<file path="src/rtl/sram_ctrl.sv">
// Single-port SRAM array controller: one read or write per handshake,
// registered wordline/bitline sequencing and a one-cycle response pulse.
module sram_ctrl #(
    parameter int ROWS   = 16,
    parameter int ADDR_W = 4,
    parameter int DATA_W = 8
) (
    input  logic              clk,
    input  logic              rst,
    input  logic              req_valid,
    output logic              req_ready,
    input  logic              req_we,
    input  logic [ADDR_W-1:0] req_addr,
    input  logic [DATA_W-1:0] req_wdata,
    output logic              rsp_valid,
    output logic              rsp_we,
    output logic              rsp_err,
    output logic [DATA_W-1:0] rsp_rdata,
    output logic [ROWS-1:0]   wordline,
    output logic              write_enable,
    output logic              read_enable,
    output logic [DATA_W-1:0] bl_in,
    output logic [DATA_W-1:0] blb_in,
    input  logic [DATA_W-1:0] bl_out
);

    typedef enum logic [2:0] {
        IDLE,
        WRITE,
        READ,
        RESP,
        PRE
    } state_t;

    state_t            state_q, state_d;
    logic              req_ready_q, req_ready_d;
    logic              rsp_valid_q, rsp_valid_d;
    logic              rsp_we_q, rsp_we_d;
    logic              rsp_err_q, rsp_err_d;
    logic [DATA_W-1:0] rsp_rdata_q, rsp_rdata_d;
    logic [ROWS-1:0]   wordline_q, wordline_d;
    logic              write_enable_q, write_enable_d;
    logic              read_enable_q, read_enable_d;
    logic [DATA_W-1:0] bl_in_q, bl_in_d;
    logic [DATA_W-1:0] blb_in_q, blb_in_d;
    logic              addr_bad;

    assign addr_bad = 32'(req_addr) >= 32'(ROWS);

    always_comb begin
        state_d        = state_q;
        rsp_valid_d    = 1'b0;
        rsp_we_d       = rsp_we_q;
        rsp_err_d      = rsp_err_q;
        rsp_rdata_d    = rsp_rdata_q;
        wordline_d     = '0;
        write_enable_d = 1'b0;
        read_enable_d  = 1'b0;
        bl_in_d        = '0;
        blb_in_d       = '0;
        unique case (state_q)
            IDLE: begin
                if (req_valid) begin
                    if (addr_bad) begin
                        state_d     = RESP;
                        rsp_valid_d = 1'b1;
                        rsp_we_d    = req_we;
                        rsp_err_d   = 1'b1;
                        rsp_rdata_d = '0;
                    end else begin
                        for (int i = 0; i < ROWS; i++) begin
                            wordline_d[i] = (req_addr == ADDR_W'(i));
                        end
                        if (req_we) begin
                            state_d        = WRITE;
                            write_enable_d = 1'b1;
                            bl_in_d        = req_wdata;
                            blb_in_d       = ~req_wdata;
                        end else begin
                            state_d       = READ;
                            read_enable_d = 1'b1;
                        end
                    end
                end
            end
            WRITE: begin
                state_d     = RESP;
                rsp_valid_d = 1'b1;
                rsp_we_d    = 1'b1;
                rsp_err_d   = 1'b0;
                rsp_rdata_d = '0;
            end
            READ: begin
                // bl_out is valid while the row is gated; capture it here
                state_d     = RESP;
                rsp_valid_d = 1'b1;
                rsp_we_d    = 1'b0;
                rsp_err_d   = 1'b0;
                rsp_rdata_d = bl_out;
            end
            RESP: state_d = PRE;
            PRE:  state_d = IDLE;
            default: state_d = IDLE;
        endcase
        req_ready_d = (state_d == IDLE);
    end

    always_ff @(posedge clk) begin
        if (rst) begin
            state_q        <= IDLE;
            req_ready_q    <= 1'b1;
            rsp_valid_q    <= 1'b0;
            rsp_we_q       <= 1'b0;
            rsp_err_q      <= 1'b0;
            rsp_rdata_q    <= '0;
            wordline_q     <= '0;
            write_enable_q <= 1'b0;
            read_enable_q  <= 1'b0;
            bl_in_q        <= '0;
            blb_in_q       <= '0;
        end else begin
            state_q        <= state_d;
            req_ready_q    <= req_ready_d;
            rsp_valid_q    <= rsp_valid_d;
            rsp_we_q       <= rsp_we_d;
            rsp_err_q      <= rsp_err_d;
            rsp_rdata_q    <= rsp_rdata_d;
            wordline_q     <= wordline_d;
            write_enable_q <= write_enable_d;
            read_enable_q  <= read_enable_d;
            bl_in_q        <= bl_in_d;
            blb_in_q       <= blb_in_d;
        end
    end

    assign req_ready    = req_ready_q;
    assign rsp_valid    = rsp_valid_q;
    assign rsp_we       = rsp_we_q;
    assign rsp_err      = rsp_err_q;
    assign rsp_rdata    = rsp_rdata_q;
    assign wordline     = wordline_q;
    assign write_enable = write_enable_q;
    assign read_enable  = read_enable_q;
    assign bl_in        = bl_in_q;
    assign blb_in       = blb_in_q;

endmodule

</file>
<file path="config.mk">
export PLATFORM = sky130hd
export DESIGN_NAME = sram_ctrl
export DESIGN_NICKNAME = d
export VERILOG_FILES = /design/src/rtl/sram_ctrl.sv
export SDC_FILE = /design/constraint.sdc
export NUM_CORES = 1
export LEC_CHECK = 0
export BUFFER_PORTS_ARGS = -buffer_cell sky130_fd_sc_hd__buf_4
export CAP_MARGIN = 40
export CORE_MARGIN = 2
export CORE_UTILIZATION = 45
export DETAILED_ROUTE_END_ITERATION = 10
export PLACE_DENSITY = 0.78
export SETUP_SLACK_MARGIN = 0.5
export SYNTH_ARGS = -nofsm -noshare
export SYNTH_HDL_FRONTEND = slang
export SYNTH_SLANG_ARGS = --single-unit
</file>
<file path="constraint.sdc">
create_clock -name clk -period 1.3 [get_ports clk]
set_input_delay 0.26 -clock clk [delete_from_list [all_inputs] [get_ports clk]]
set_output_delay 0.26 -clock clk [all_outputs]
set_load 0.01 [all_outputs]
</file>
==> load_flow_metrics.sql <==
INSERT INTO impl_metrics (metric_group, metric, value, unit) VALUES
('floorplanning', 'die_width', '61.7', 'µm'),
('timing', 'period_share', '105', '%'),
('finish', 'flip_flop_and_latch_area', '1020', 'µm²'),
('routing', 'dr.pass1.iters', '4', ''),
('routing', 'remaining_drc_errors', '0', ''),
('worst_setup_path', 'timing.critical_path.slowest_stage_cell', 'sky130_fd_sc_hd__dfxtp_4', ''),
('timing', 'grt_setup_unrepaired', 'true', ''),
('pwr', 'vdd.ir_drop.worst', '0.851', 'mV'),
('clocking', 'clock_tree_from_tritoncts', 'yes', ''),
('floorplanning', 'design.die.area', '3810', 'µm²'),
('routing', 'detailroute.via_count', '1427', ''),
('timing', 'setup_total_negative_slack', '-0.0595', 'ns'),
('yosys', 'syn_area_per_cell', '10.4', 'µm²'),
('clocking', 'cts_max_path_buffers', '2', ''),
('finish', 'final_core_utilization', '89.5', '%'),
('job', 'drv_cap', '0', ''),
('global_routing', 'total_global_routing_overflow', '0', ''),
('global_routing', 'total_track_usage', '23.1', '%'),
('floorplanning', 'placeableCoreArea', '3100', 'µm²'),
('worst_setup_path', 'crit_chain', 'nor3_4 -> buf_4 -> nand4b_1 -> nor3_1', ''),
('finish', 'multiInputGateArea', '732', 'µm²'),
('timing', 'post-route-worst-setup-slack', '-0.0595', 'ns'),
('clocking', 'clk_pin_slew_worst_paths', '0.14', 'ns'),
('yosys', 'synth_sequential_area_ratio', '64.1', '%'),
('timing', 'final_period_minus_worst_setup_slack', '1.36', 'ns'),
('global_routing', 'antenna_found_initial', '0', ''),
('min_path', 'worstHoldPathType', 'in2reg', ''),
('clocking', 'clkSinkCount', '48', ''),
('yosys', 'synth_cell_type_count', '27', ''),
('worst_setup_path', 'cp_data_required_time', '1.57', 'ns'),
('timing', 'clock-skew-final', '0.0140', 'ns'),
('pwr', 'power_leakage', '0.00116', 'µW'),
('finish', 'fill_cells', '139', ''),
('worst_setup_path', 'crit_fanout', '4', ''),
('yosys', 'synth.cell_area', '1500', 'µm²'),
('routing', 'ant_nets', '0', ''),
('global_routing', 'grt_pass1_vias', '1367', ''),
('placement', 'hpwl', '2540', 'µm'),
('routing', 'number_of_vias_per_cell_after_detailed_routing', '5.15', ''),
('worst_setup_path', 'critical_path.n_buffers_inverters', '1', ''),
('yosys', 'synth.yosys.warnings', '0', ''),
('routing', 'drt-wirelength-per-cell', '17.7', 'µm'),
('yosys', 'syn-instance-count', '144', ''),
('timing', 'final_hold_viol_count', '0', ''),
('routing', 'wirelength', '4910', 'µm'),
('timing', 'maxSlewViolCount', '0', ''),
('floorplanning', 'io-pin-count', '70', ''),
('finish', 'final_net_count', '258', ''),
('run_status', 'run_status', 'complete, but fails checks', ''),
('worst_setup_path', 'critical_path.max_stage_delay', '0.37', 'ns'),
('finish', 'post_route_cells_drive_above_1_share', '77.3', '%'),
('worst_setup_path', 'worst-endpoint-arrival', '1.63', 'ns'),
('yosys', 'mappedNetlistNets', '168', ''),
('clocking', 'h-tree-depth', '2', ''),
('finish', 'flow.area_growth_from_synthesis', '85.2', '%'),
('run_status', 'failed_checks', 'negative setup slack', ''),
('worst_setup_path', 'timing.critical_path.to_type', 'register', ''),
('placement', 'gp_congestion', '0.868', ''),
('floorplanning', 'die_height', '61.7', 'µm'),
('worst_setup_path', 'startpoint_class', 'register', ''),
('floorplanning', 'floorplan.rows', '20', ''),
('routing', 'initialDrtViolationCount', '55', ''),
('worst_setup_path', 'cpLargestDelayFamily', 'simple AND/OR/NAND/NOR gates', ''),
('clocking', 'insertion_delay', '0.37', 'ns'),
('clocking', 'cts_made_buffers', '5', ''),
('pwr', 'powerDensity', '1120', 'nW/µm²'),
('yosys', 'postSynthRegisterBits', '48', ''),
('global_routing', 'grt_pass1_wl', '6230', 'µm'),
('placement', 'port_buffers', '68', ''),
('timing', 'maxClockFrequency', '736', 'MHz'),
('floorplanning', 'floorplan.initialDensity', '48.3', '%'),
('clocking', 'cts_root_buf', 'sky130_fd_sc_hd__clkbuf_4', ''),
('finish', 'antenna_cells_inserted', '0', ''),
('global_routing', 'grt_max_degree', '14', ''),
('timing', 'setup-violations-final', '1', ''),
('worst_setup_path', 'timing.setup.critical_path_class', 'reg2reg', '');
timing repair:
item,in CTS,in global routing
hold buffers,0,0
pin swaps,21,15
gates cloned,2,0
buffers inserted,13,3
endpoints found under the setup margin,93,93
gates resized for setup,116,39
final cells by class:
type / instances / area share [%]
clock inverter: 1 / 1.08
inverter: 3 / 0.496
timing repair buffer: 87 / 31.6
timing repair inverter: 1 / 0.270
sequential: 48 / 36.9
tap: 44 / 1.98
clock buffer: 5 / 1.35
multi-input combinational: 88 / 26.4
flip-flops by register name, summed over array words and instances, names as in the netlist, 3 cells and up:
register and flops:
state_q 3, wordline 16, blb_in 8, rsp_rdata 8
bl_in 8
Yosys cell counts (all sizes together):
cell | count | share of area (%)
nand4 | 1 | 0.42
clkbuf | 1 | 0.25
nor2b | 2 | 1.0
inv | 3 | 0.75
nand2b | 3 | 1.3
xnor2 | 1 | 0.58
a32oi | 8 | 4.7
o31ai | 1 | 0.50
a21oi | 11 | 3.7
nand3 | 1 | 0.67
nor2 | 22 | 5.5
o21ai | 2 | 0.67
nand4b | 2 | 1.2
conb | 1 | 0.25
nor4 | 3 | 1.3
nor3 | 6 | 2.8
and2 | 8 | 3.3
a21o | 1 | 0.50
dfxtp | 48 | 64
nor4b | 1 | 1.0
buf | 5 | 2.4
nand2 | 13 | 3.3
path summary, 6_finish.rpt:
path	slack [ns]	from	endpoint	cells after the start
setup / recovery	-0.06	state_q[0]$_SDFF_PP0_	wordline[4]$_SDFF_PP0_	4
hold / removal	0.04	req_wdata[0]	blb_in[0]$_SDFF_PP0_	2
setup reg to reg	-0.06	state_q[0]$_SDFF_PP0_	wordline[4]$_SDFF_PP0_	4
hold reg to reg	0.50	rsp_rdata[5]$_SDFFE_PP0P_	rsp_rdata[5]$_SDFFE_PP0P_	2
metrics by stage:
| step | total power [µW] | area, µm² | hold slack (ns) | setup slack, ns | std cells |
|---|---|---|---|---|---|
| 2_1_floorplan | 1810 | 1520 | 0.331 | 0.192 | 144 |
| 3_3_place_gp | 1970 | 2060 | 0.423 | 0.0367 | 253 |
| 3_5_place_dp | 1990 | 2060 | 0.426 | -0.00917 | 253 |
| 4_1_cts | 2970 | 2590 | 0.0404 | 0.138 | 274 |
| 5_1_grt | 3220 | 2780 | 0.0151 | -0.101 | 277 |
| 6_report | 3120 | 2780 | 0.0403 | -0.0595 | 277 |
cells in the final DEF, fill, tap and decap left out, types with 2 or more instances in the layout:
master	instances
sky130_fd_sc_hd__buf_6	51
sky130_fd_sc_hd__dfxtp_2	44
sky130_fd_sc_hd__buf_4	33
sky130_fd_sc_hd__nand2_1	10
sky130_fd_sc_hd__nor2_1	10
sky130_fd_sc_hd__a21oi_1	8
sky130_fd_sc_hd__nor2_4	7
sky130_fd_sc_hd__a32oi_1	7
sky130_fd_sc_hd__nor2_2	6
sky130_fd_sc_hd__clkbuf_4	5
sky130_fd_sc_hd__and2_1	4
sky130_fd_sc_hd__and2_4	4
sky130_fd_sc_hd__nand2b_1	3
sky130_fd_sc_hd__nor3_2	3
sky130_fd_sc_hd__nor4_4	3
sky130_fd_sc_hd__a21oi_2	3
sky130_fd_sc_hd__nor2b_4	2
sky130_fd_sc_hd__nand4b_1	2
sky130_fd_sc_hd__nand2_4	2
sky130_fd_sc_hd__nor3_1	2
sky130_fd_sc_hd__buf_12	2
sky130_fd_sc_hd__dfxtp_4	2
sky130_fd_sc_hd__dfxtp_1	2
per-layer routing:
layer  track usage [%]  share of wire [%]  vias to the layer above
li1                  -                  -                      667
met5                 0                  0                        -
met2              41.7                 53                       85
met1              25.2                 39                      667
met3              7.25                7.1                        8
met4              8.81               0.94                        0
logic make-up after synthesis:
| logic type | count (synthesis) | share of synthesized area, % |
|---|---|---|
| AO/OA/AOI/OAI | 23 | 10.0 |
| XOR/XNOR | 1 | 0.584 |
| buffers and inverters | 9 | 3.42 |
| flip-flops | 48 | 64.1 |
| other | 1 | 0.250 |
| AND/OR/NAND/NOR | 62 | 21.6 |
worst register-to-register path, stage by stage (launching register included):
cell	delay (ns)
sky130_fd_sc_hd__dfxtp_4	0.37
sky130_fd_sc_hd__nor3_4	0.25
sky130_fd_sc_hd__buf_4	0.16
sky130_fd_sc_hd__nand4b_1	0.20
sky130_fd_sc_hd__nor3_1	0.29
where the power goes:
group | switching (µW) | internal, µW
logic | 333 | 346
clock network | 453 | 385
registers | 55.6 | 1550
total | 841 | 2280
Power figures use the tool's default switching activity.
